### src/rtl/axi4lite_uart_mux_bridge.sv
// AXI4-Lite slave that fans out byte-wide register accesses to NUM_CH UART register banks.
// AW, W and AR are each held independently; one transaction executes at a time.
module axi4lite_uart_mux_bridge #(
   parameter int NUM_CH             = 4,
   parameter int AXI4_ADDRESS_WIDTH = 8,
   parameter int AXI4_DATA_WIDTH    = 32
) (
   input  logic                            s_axi_aclk,
   input  logic                            s_axi_aresetn,
   input  logic                            s_axi_awvalid,
   input  logic [AXI4_ADDRESS_WIDTH-1:0]   s_axi_awaddr,
   input  logic [2:0]                      s_axi_awprot,
   output logic                            s_axi_awready,
   input  logic                            s_axi_wvalid,
   input  logic [AXI4_DATA_WIDTH-1:0]      s_axi_wdata,
   input  logic [AXI4_DATA_WIDTH/8-1:0]    s_axi_wstrb,
   output logic                            s_axi_wready,
   output logic                            s_axi_bvalid,
   output logic [1:0]                      s_axi_bresp,
   input  logic                            s_axi_bready,
   input  logic                            s_axi_arvalid,
   input  logic [AXI4_ADDRESS_WIDTH-1:0]   s_axi_araddr,
   input  logic [2:0]                      s_axi_arprot,
   output logic                            s_axi_arready,
   output logic                            s_axi_rvalid,
   output logic [AXI4_DATA_WIDTH-1:0]      s_axi_rdata,
   output logic [1:0]                      s_axi_rresp,
   input  logic                            s_axi_rready,
   output logic [2:0]                      reg_addr,
   output logic [7:0]                      reg_wdata,
   output logic [NUM_CH-1:0]               reg_we,
   output logic [NUM_CH-1:0]               reg_re,
   input  logic [NUM_CH*8-1:0]             reg_rdata,
   input  logic [NUM_CH-1:0]               reg_wr_err
);
   typedef enum logic [2:0] {IDLE, WR_EXEC, WR_CHK, WR_RESP, RD_EXEC, RD_WAIT, RD_RESP} state_e;
   localparam logic [1:0] RESP_OKAY = 2'b00, RESP_SLVERR = 2'b10, RESP_DECERR = 2'b11;

   state_e                     state_q, state_d;
   logic                       aw_hold_q, w_hold_q, ar_hold_q;
   logic [5:0]                 aw_addr_q, ar_addr_q;   // addr[7:2] = {channel, offset}
   logic [7:0]                 w_data_q;
   logic                       w_strb0_q;
   logic                       last_wr_q;              // 1: last contested grant went to the write
   logic [1:0]                 bresp_q, rresp_q;
   logic [AXI4_DATA_WIDTH-1:0] rdata_q;

   logic aw_fire, w_fire, ar_fire, b_fire, r_fire;
   logic wr_pend, aw_mapped, ar_mapped, wr_issue, wr_err_sel;
   logic [7:0] rd_byte;
   logic unused_inputs;

   assign unused_inputs = ^{s_axi_awprot, s_axi_arprot, s_axi_awaddr, s_axi_araddr,
                            s_axi_wdata, s_axi_wstrb};

   // Readies are forced low while reset is asserted, high once holds are empty.
   assign s_axi_awready = s_axi_aresetn & ~aw_hold_q;
   assign s_axi_wready  = s_axi_aresetn & ~w_hold_q;
   assign s_axi_arready = s_axi_aresetn & ~ar_hold_q;

   assign aw_fire   = s_axi_awvalid & s_axi_awready;
   assign w_fire    = s_axi_wvalid  & s_axi_wready;
   assign ar_fire   = s_axi_arvalid & s_axi_arready;
   assign b_fire    = (state_q == WR_RESP) & s_axi_bready;
   assign r_fire    = (state_q == RD_RESP) & s_axi_rready;
   assign wr_pend   = aw_hold_q & w_hold_q;
   assign aw_mapped = int'(aw_addr_q[5:3]) < NUM_CH;
   assign ar_mapped = int'(ar_addr_q[5:3]) < NUM_CH;
   assign wr_issue  = aw_mapped & w_strb0_q;

   always_comb begin
      wr_err_sel = 1'b0;
      rd_byte    = '0;
      for (int c = 0; c < NUM_CH; c++) begin
         if (aw_addr_q[5:3] == 3'(c)) wr_err_sel = reg_wr_err[c];
         if (ar_addr_q[5:3] == 3'(c)) rd_byte    = reg_rdata[8*c +: 8];
      end
   end

   // NOTE: all sequential state uses non-blocking assignments so every register samples pre-edge values.
   always_ff @(posedge s_axi_aclk or negedge s_axi_aresetn) begin
      if (!s_axi_aresetn) begin
         aw_hold_q <= 1'b0;
         aw_addr_q <= '0;
         w_hold_q  <= 1'b0;
         w_data_q  <= '0;
         w_strb0_q <= 1'b0;
         ar_hold_q <= 1'b0;
         ar_addr_q <= '0;
      end else begin
         if (aw_fire) begin
            aw_hold_q <= 1'b1;
            aw_addr_q <= s_axi_awaddr[7:2];
         end else if (b_fire) begin
            aw_hold_q <= 1'b0;
         end
         if (w_fire) begin
            w_hold_q  <= 1'b1;
            w_data_q  <= s_axi_wdata[7:0];
            w_strb0_q <= s_axi_wstrb[0];
         end else if (b_fire) begin
            w_hold_q  <= 1'b0;
         end
         if (ar_fire) begin
            ar_hold_q <= 1'b1;
            ar_addr_q <= s_axi_araddr[7:2];
         end else if (r_fire) begin
            ar_hold_q <= 1'b0;
         end
      end
   end

   // State register; the grant flag only moves on contested grants so successive ties alternate.
   always_ff @(posedge s_axi_aclk or negedge s_axi_aresetn) begin
      if (!s_axi_aresetn) begin
         state_q   <= IDLE;
         last_wr_q <= 1'b0;
      end else begin
         state_q <= state_d;
         if (state_q == IDLE && wr_pend && ar_hold_q) last_wr_q <= (state_d == WR_EXEC);
      end
   end

   always_comb begin
      state_d = state_q;
      unique case (state_q)
         IDLE: begin
            if (wr_pend && (!ar_hold_q || !last_wr_q)) state_d = WR_EXEC;
            else if (ar_hold_q)                        state_d = RD_EXEC;
         end
         WR_EXEC: state_d = WR_CHK;
         WR_CHK:  state_d = WR_RESP;
         WR_RESP: if (s_axi_bready) state_d = IDLE;
         RD_EXEC: state_d = RD_WAIT;
         RD_WAIT: state_d = RD_RESP;
         RD_RESP: if (s_axi_rready) state_d = IDLE;
         default: state_d = IDLE;
      endcase
   end

   // NOTE: every output gets a default before the case so no latch is inferred.
   always_comb begin
      reg_addr     = '0;
      reg_wdata    = '0;
      reg_we       = '0;
      reg_re       = '0;
      s_axi_bvalid = (state_q == WR_RESP);
      s_axi_rvalid = (state_q == RD_RESP);
      case (state_q)
         WR_EXEC: begin
            reg_addr  = aw_addr_q[2:0];
            reg_wdata = w_data_q;
            for (int c = 0; c < NUM_CH; c++) reg_we[c] = wr_issue && (aw_addr_q[5:3] == 3'(c));
         end
         RD_EXEC: begin
            reg_addr = ar_addr_q[2:0];
            for (int c = 0; c < NUM_CH; c++) reg_re[c] = ar_mapped && (ar_addr_q[5:3] == 3'(c));
         end
         default: ;
      endcase
   end

   // Response capture: write status one cycle after the pulse, read data one cycle after the strobe.
   always_ff @(posedge s_axi_aclk or negedge s_axi_aresetn) begin
      if (!s_axi_aresetn) begin
         bresp_q <= RESP_OKAY;
         rresp_q <= RESP_OKAY;
         rdata_q <= '0;
      end else begin
         if (state_q == WR_CHK) begin
            if (!aw_mapped)                   bresp_q <= RESP_DECERR;
            else if (wr_issue && wr_err_sel)  bresp_q <= RESP_SLVERR;
            else                              bresp_q <= RESP_OKAY;
         end
         if (state_q == RD_WAIT) begin
            rdata_q <= ar_mapped ? AXI4_DATA_WIDTH'(rd_byte) : '0;
            rresp_q <= ar_mapped ? RESP_OKAY : RESP_DECERR;
         end
      end
   end

   assign s_axi_bresp = bresp_q;
   assign s_axi_rresp = rresp_q;
   assign s_axi_rdata = rdata_q;

endmodule

### config.mk
export PLATFORM = sky130hd
export DESIGN_NAME = axi4lite_uart_mux_bridge
export DESIGN_NICKNAME = d
export VERILOG_FILES = /design/src/rtl/axi4lite_uart_mux_bridge.sv
export SDC_FILE = /design/constraint.sdc
export NUM_CORES = 1
export LEC_CHECK = 0
export CORE_ASPECT_RATIO = 1.5
export CORE_MARGIN = 2
export CORE_UTILIZATION = 34
export DETAILED_ROUTE_END_ITERATION = 10
export MAX_ROUTING_LAYER = met4
export PLACE_DENSITY = 0.8
export SYNTH_ARGS = -nofsm -noshare
export SYNTH_HDL_FRONTEND = slang
export SYNTH_SLANG_ARGS = --single-unit
export TNS_END_PERCENT = 10
### constraint.sdc
create_clock -name s_axi_aclk -period 1.6 [get_ports s_axi_aclk]
set_clock_uncertainty 0.1 [all_clocks]
set_input_delay 0.24 -clock s_axi_aclk [delete_from_list [all_inputs] [get_ports s_axi_aclk]]
set_output_delay 0.24 -clock s_axi_aclk [all_outputs]
set_load 0.01 [all_outputs]
==> results list, run 1 <==
* Outcome: finished with violations
- Failing checks: negative setup slack
- Net Sw Frac: 33.67%
- Clock tree from TritonCTS: built
* End of the worst register-to-register path: s_axi_rdata[6]
- Post-route worst setup slack: -309.1 ps
* Cts bufs inserted: 5
- The worst setup path is launched from a flop.
* Die height: 101.6 um
- Fill count: 551
- DR WL/cell: about 14 um
* Minimum setup slack among reg-to-reg paths: approximately 60 ps
* Clock share of power: 15.2%
- Counting every sink on the clock net gives 39.
- Vias in the first global route: 1,883
- Number of buffers on the longest clock path: 2
* Pwr Density: 1594 nW/um2
- The pre-antenna-repair detailed-routing pass consisted of 4 iterations.
- The commonest cells after synthesis are sky130_fd_sc_hd__dfrtp_1 (39), sky130_fd_sc_hd__buf_4 (26), sky130_fd_sc_hd__mux2_2 (24).
- Sort of element at the end of the critical path: primary output
- By startpoint and endpoint, the worst setup path is classified as reg2out.
- The final hold violation count is 0.
- Area added between synthesis and finish: 58.86%
* Initial antenna violation count: 0
- Arr. time, crit path: 1570 ps
- The wire-length estimate of the detail-placed layout is 4499 um.
* Count of H-tree levels built during CTS: 2
- Subtracting the final worst setup slack from the clock period gives ~1900 ps.
* Final Util: 55.96%
- Horizontal die dimension: around 69 um
- The cell area that synthesis handed to floorplanning was 2160 um2.
* Total routed wirelength: 5430 um
* Setup repair after global routing missed its margin: yes
- Fraction of power consumed by combinational cells: 51.3%
- Summing all placed instances gives a cell area of 3282 um2.
* Max Slew Vio Count: 0
- Sequential cells burn 33.6% of the power.
- The total overflow left after global routing is 0.
- Entering global routing, the biggest net connects 21 pins.
- In the final layout, the multi-input gates occupy 1090 um2.
- The internal power of the cells totals about 3.6 mW.
* Area contributors post-synth: sky130_fd_sc_hd__dfrtp_1 (45%), sky130_fd_sc_hd__mux2_2 (13%), sky130_fd_sc_hd__buf_4 (9.0%)
* Clock latency of the later-clocked register in the worst-skew pair: 290 ps
- Number of distinct library cells after synthesis: 35
- The congestion estimate from routability-driven global placement came to 0.8486.
* Layout cells sized above 1: around a third
- Buffer cell driving the clock tree root: sky130_fd_sc_hd__clkbuf_8
- Final setup viols: 20
- At the worst endpoint, the required time is roughly 1300 ps.
- Input and output buffers added on the ports amount to 99.
- Achievable Freq: approximately 0.52 GHz
- Top-count cell post-synth: sky130_fd_sc_hd__dfrtp_1
* Count of antenna-violating nets left after detailed routing: 0
* Global router's overall resource usage: 16.23%
- The net count of the finished layout is 413.
- Switching Power: 1.841 mW
- In the final layout, flip-flops and latches occupy 978.4 um2.
* Initial core utilization: a little over a third
- VDD IR-drop max: 0.8610 mV
* Cell count after synthesis: 185
* Vias: around 1,800
* IO Pins: 161
- After detailed routing, the number of vias per cell comes to between 4 and 5.
- Top flip-flop cell by instance count after synthesis: sky130_fd_sc_hd__dfrtp_1
- The first global-routing pass estimated 8666 um of wire.
- In this run the mean area of a mapped cell was 11.67 um2.
- Worst R2R Path Depth: 3
- # Max-Cap Violations: 0
* Placeable Area: 6131 um2
- Once layout is done, the placed cells without fillers occupy 3431 um2.
- In this run, synthesis inferred 0 flip-flops with an integrated enable.
- Of all cell types, the one taking the most synthesized area is sky130_fd_sc_hd__dfrtp_1.
- Min-delay worst type: in2async
- Area enclosed by the die boundary: 7018 um2
- Critical-path maximum fanout: 4
* Crit share post-route: 119.3%
* R2r startpoint: ar_addr_q[3]
- Clock slew at reported path FFs: 70 ps
- After detailed routing, the number of remaining DRC violations is 0.
* Count of state elements after synthesis: 39
- For this block, the initial DRC count from the detailed router was 32.
- Of all flip-flops after synthesis, the portion carrying an async set or reset was 100.0%.
- Proportion of synthesized chip area in sequential cells: 45.19%
- Yosys warns: 0
* Row count: 35
- Static Leak: 1.631 nW
- Final Total Pwr: 5.467 mW
- Share of the synthesized area in the top cell type: between 40 and 50%
- Number of antenna cells inserted: 0
==> power by group through the flow <==
stage          clock network, mW  logic [mW]  registers [mW]
6_report                   0.830        2.80            1.83
4_1_cts                    0.860        2.75            1.83
3_3_place_gp                   0        2.67            1.81
2_1_floorplan                  0        1.53            1.79
5_1_grt                    0.911        3.05            1.90
3_5_place_dp                   0        2.73            1.83
==> layout make-up <==
type | instances | share of cell area, %
clock buffer | 6 | 2.407
clock inverter | 2 | 1.021
inverter | 3 | 0.3282
multi-input combinational | 135 | 31.77
sequential | 39 | 28.52
tap | 74 | 2.699
timing repair buffer | 128 | 33.26
==> how the worst max path moves through the flow <==
stage	to	depth (start not counted)	start
2_1_floorplan	reg_re[0]	3	state_q[0]
3_3_place_gp	reg_we[2]	5	state_q[1]
3_5_place_dp	reg_we[2]	5	state_q[1]
4_1_cts	reg_we[0]	5	state_q[2]
5_1_grt	reg_we[0]	5	state_q[1]
6_report	reg_we[0]	5	state_q[1]
==> kinds of logic (layout without fill, tap and decap cells) <==
kind of cell	count (synthesis)	count (layout)	synth area share (%)
flops	39	39	45.19
other cells	1	24	0.1736
simple gates	57	57	14.54
mux	32	32	21.38
xor+xnor	1	1	0.4056
compound gates	21	21	7.358
buf+inv	34	139	10.95
==> routing by layer <==
layer,vias up,wire [um],track usage [%]
li1,864,-,-
met1,874,1802,14.99
met2,75,3218,31.88
met3,11,281,3.483
met4,0,127,6.637
met5,-,0,-
==> cells in the final DEF (no fill, tap or decap), drive strengths merged, types with 2 or more instances in the layout <==
cell	Yosys	routed
conb	1	24
o21ai	3	3
dlymetal6s2s	0	4
clkdlybuf4s50	0	70
clkbuf	0	6
mux2	24	24
nor3b	3	3
nand2b	2	2
nor2b	4	4
mux4	8	8
buf	31	50
nor2	15	15
a22o	8	8
a22oi	3	3
and2	9	9
inv	3	3
dfrtp	39	39
dlygate4sd2	0	3
a31oi	2	2
nand2	17	17
==> registers in the layout, indices dropped and copies added, names as in the netlist <==
register,count
aw_addr_q,6
ar_addr_q,6
w_strb0_q,1
s_axi_rresp,1
ar_hold_q,1
last_wr_q,1
w_data_q,8
s_axi_rdata,8
aw_hold_q,1
w_hold_q,1
s_axi_bresp,2
state_q,3
==> per-stage QoR <==
step	cells	TNS [ps]	setup slack, ps	hold WS, ps
after floorplan	208	0	39.32	-155.6
after global placement	372	-5679	-361.1	113.6
after detailed placement	372	-6223	-390.2	107.1
after CTS	386	-5136	-369.4	371.1
after global routing	387	-6375	-429.9	391.9
final	387	-4306	-309.1	377.9
==> worst max-delay path, stage by stage, from the launching register on <==
cell and delay, ps:
sky130_fd_sc_hd__dfrtp_2 440, sky130_fd_sc_hd__nor3b_4 240, sky130_fd_sc_hd__and3b_1 200, sky130_fd_sc_hd__buf_4 120, sky130_fd_sc_hd__nor3b_2 140, sky130_fd_sc_hd__buf_2 150
==> what timing repair did <==
action,4_1_cts,5_1_grt
pin swaps,11,4
setup endpoints to repair,28,37
gates resized for setup,95,14
hold buffers,1,0
buffers inserted,5,1
hold endpoints to repair,39,0
(Power assumes the default switching activity.)
==> inputs of run 2 (changes only) <==
==> constraint.sdc (replaced) <==
create_clock -name s_axi_aclk -period 1.6 [get_ports s_axi_aclk]
set_clock_uncertainty 0.1 [all_clocks]
set_input_delay 0.24 -clock s_axi_aclk [delete_from_list [all_inputs] [get_ports s_axi_aclk]]
set_output_delay 0.24 -clock s_axi_aclk [all_outputs]
set_load 0.05 [all_outputs]
==> run 2 against run 1 <==
Against the previous run:
- the run still ends with negative setup slack left
- sequential cell count unchanged
- cell count decreased by 2.8%
- non-clock buffer count decreased by 9
- die area stayed put
- critical path depth is 1 lower
- sequential share of layout area decreased by 2.3 points
- maximum frequency down 1.2%
- setup slack got worse by 23 ps
- largest cell class unchanged
==> results list, run 2 (synthesis gave the netlist of run 1 again) <==
- DR WL/cell: 14.24 um (+1.5%)
- Buffer cell driving the clock tree root: sky130_fd_sc_hd__clkbuf_8
- Area added between synthesis and finish: 73.12%
* IO Pins: 161 (unchanged)
* Count of endpoints failing hold in the final timing report: 0 (unchanged)
* Area enclosed by the die boundary: 7018 um2 (unchanged)
- Worst slew margin relative to its limit: 65.71%
- Vias: 1,798 (-1.4%)
- The tightest min-delay check is of the reg2reg type.
- Setup repair after global routing could not meet its margin everywhere.
- GPL Wtd Cong: 0.8384 (-1.2%)
- The level count of the clock H-tree is 2 (unchanged).
- Most common library cell in the layout ignoring fill and taps: sky130_fd_sc_hd__clkdlybuf4s50_1
* Die height: 101.6 um (unchanged)
- The quantity of I/O buffers inserted on ports is 99 (unchanged).
- Outcome: finished with violations
- The row count was 35 (unchanged).
- Clock slew at reported path FFs: 70 ps (about the same)
* Sort of element at the end of the critical path: primary output
* CP Launch Type: flop
- Top cell by count, worst path: sky130_fd_sc_hd__nor3b_4
* Detailed router's first-iteration violation count: 35 (+9.4%)
- Global router's overall resource usage: 16.30% (+0.064 points)
- The wire length of the first global-routing pass was 8776 um (+1.3%).
- The post-layout minimum cycle time was 1932 ps (+22.76 ps).
- The post-CTS setup-driven buffer insertion count came to 0 (-5).
- The clock sink count is 39 (unchanged).
* GRT overflow: 0 (unchanged)
* Failing checks: negative setup slack
- The critical path required time came to 1260 ps (about the same).
- # Max-Cap Violations: 0 (unchanged)
- The clock latency on the worst-skew pair is 280 ps (about the same).
- Commonest cells after routing, fill and taps aside: sky130_fd_sc_hd__clkdlybuf4s50_1 (62), sky130_fd_sc_hd__dfrtp_1 (37), sky130_fd_sc_hd__buf_12 (31)
* Inst Count DP: 369 (-0.81%)
- Final setup viols: 21 (+5.0%)
* Pre-antenna DRT Iters: 4 (unchanged)
- The worst-case setup margin in the final layout was -331.8 ps (-22.76 ps).
- Achievable Freq: 0.5176 GHz (-1.2%)
- Pwr Density: 1800 nW/um2 (+13%)
- Detailed placement HPWL: 4350 um (-3.3%)
- Number of buffers on the longest clock path: 2 (unchanged)
- The critical-path maximum fanout is 5 (+1).
- The initial core utilization is 35.22% (unchanged).
- The number of vias per cell after detailed routing is 4.782 (+1.5%).
- VDD IR-drop max: 1.210 mV (+41%)
- Maximum number of pins on one net before global-route repair: 27 (+29%)
- The finished layout cell area is 3739 um2 (+9.0%).
* Max incr delay on CP: 450 ps (about the same)
* Crit share post-route: 120.7% (+1.4 points)
* Horizontal die dimension: 69.07 um (unchanged)
* Critical path start-end classification: reg2out
* Post-layout net count: 404 (-2.2%)
- The power consumption is 6.729 mW (+23%).
- DRC violations left: 0 (unchanged)
- The routed wire length is 5355 um (-1.4%).
* Layout cells sized above 1: 39.40% (+6.2 points)
* Number of antenna cells inserted: 0 (unchanged)
- Standard cell area after detailed placement: 3605 um2 (+9.8%)
- Initial antenna violation count: 0 (unchanged)
* Static Leak: 1.618 nW (-0.76%)
* Non-filler cells, final: 376 (-2.8%)
* Vias in the first global route: 1,839 (-2.3%)
- Arr. time, crit path: 1590 ps (+20 ps)
- Cells along the critical path: nor3b_4 -> and3b_2 -> nor3b_4 -> buf_12
- At the pin with the least slew margin, the transition time is 514.4 ps.
* Slowest cell on the critical path: sky130_fd_sc_hd__dfrtp_2
- The core outline area is 6131 um2 (unchanged).
- TritonCTS built the clock tree.
- Final setup TNS: -5191 ps (-885.3 ps)
- Broken down by cell family, the worst path's largest delay share belongs to simple AND/OR/NAND/NOR gates.
- The max-slew violation count is 0 (unchanged).
* Cts bufs inserted: 5 (unchanged)
* Count of antenna-violating nets left after detailed routing: 0 (unchanged)
* Buf+Inv Stages, Crit Path: 1 (-1)
-- run 2: changes by cell type in the layout (fill, tap and decap cells not counted), moves of 2 or more --
cell	change
sky130_fd_sc_hd__nor2b_1	-2
sky130_fd_sc_hd__dlymetal6s2s_1	-4
sky130_fd_sc_hd__clkdlybuf4s50_1	-8
sky130_fd_sc_hd__nor3b_2	-2
sky130_fd_sc_hd__nor2b_2	+2
sky130_fd_sc_hd__buf_6	-4
sky130_fd_sc_hd__nor3b_4	+2
sky130_fd_sc_hd__nor2_2	+6
sky130_fd_sc_hd__nor2_1	-7
sky130_fd_sc_hd__buf_2	-20
sky130_fd_sc_hd__dlygate4sd2_1	-3
sky130_fd_sc_hd__buf_12	+30
-- run 2: worst register-to-register path, delay by kind of cell (launching register included) --
| kind | cells | cell delay (ps) |
|---|---|---|
| buffers and inverters | 1 | 250 |
| flip-flops | 1 | 460 |
| multiplexers | 1 | 350 |
| AND/OR/NAND/NOR | 2 | 310 |
-- run 2: path summary, 6_finish.rpt --
| path | from | end | slack, ps | cells past startpoint |
|---|---|---|---|---|
| setup / recovery | state_q[2] | reg_we[0] | -330 | 4 |
| hold / removal | last_wr_q | last_wr_q | 370 | 1 |
| setup reg to reg | state_q[1] | s_axi_bresp[0] | 20 | 4 |
| hold reg to reg | last_wr_q | last_wr_q | 370 | 1 |
| max in group asynchronous | s_axi_aresetn | aw_addr_q[5] | 540 | 3 |
| min in group asynchronous | s_axi_aresetn | aw_hold_q | 510 | 3 |
-- run 2: per-stage QoR --
stage | worst slack, ps | hold WS (ps) | utilization (%)
floorplan | -202.5 | -155.6 | -
global placement | -112.9 | 157.9 | 58.80
detailed placement | -77.92 | 165.2 | 58.80
CTS | -361.1 | 374.7 | 60.65
global route | -409.9 | 404.3 | 60.98
finish | -331.8 | 370.5 | 60.98
-- run 2: final cells by class --
type                       count  area, um2
sequential                    39      978.4
fill                         506       2392
timing repair buffer         119       1440
inverter                       3      11.26
tap                           74      92.59
clock buffer                   6      72.57
multi-input combinational    135       1144
-- run 2: timing repair --
action,CTS,global route
setup endpoints to repair,29,23
gates resized for setup,9,5
endpoints found under the hold margin,39,0
hold buffers,1,0
pin swaps,1,3
-- run 2: metal layers --
layer | track usage [%] | up-vias | wire length [um]
li1 | - | 843 | -
met1 | 16.69 | 865 | 1877
met2 | 30.18 | 80 | 3085
met3 | 2.886 | 10 | 272
met4 | 7.391 | 0 | 119
met5 | - | - | 0
-- run 2: report_power, final --
part	switching, mW	leakage [nW]	internal [mW]
registers	0.501	0.466	1.47
logic	2.10	1.11	2.07
clock network	0.294	0.0371	0.290
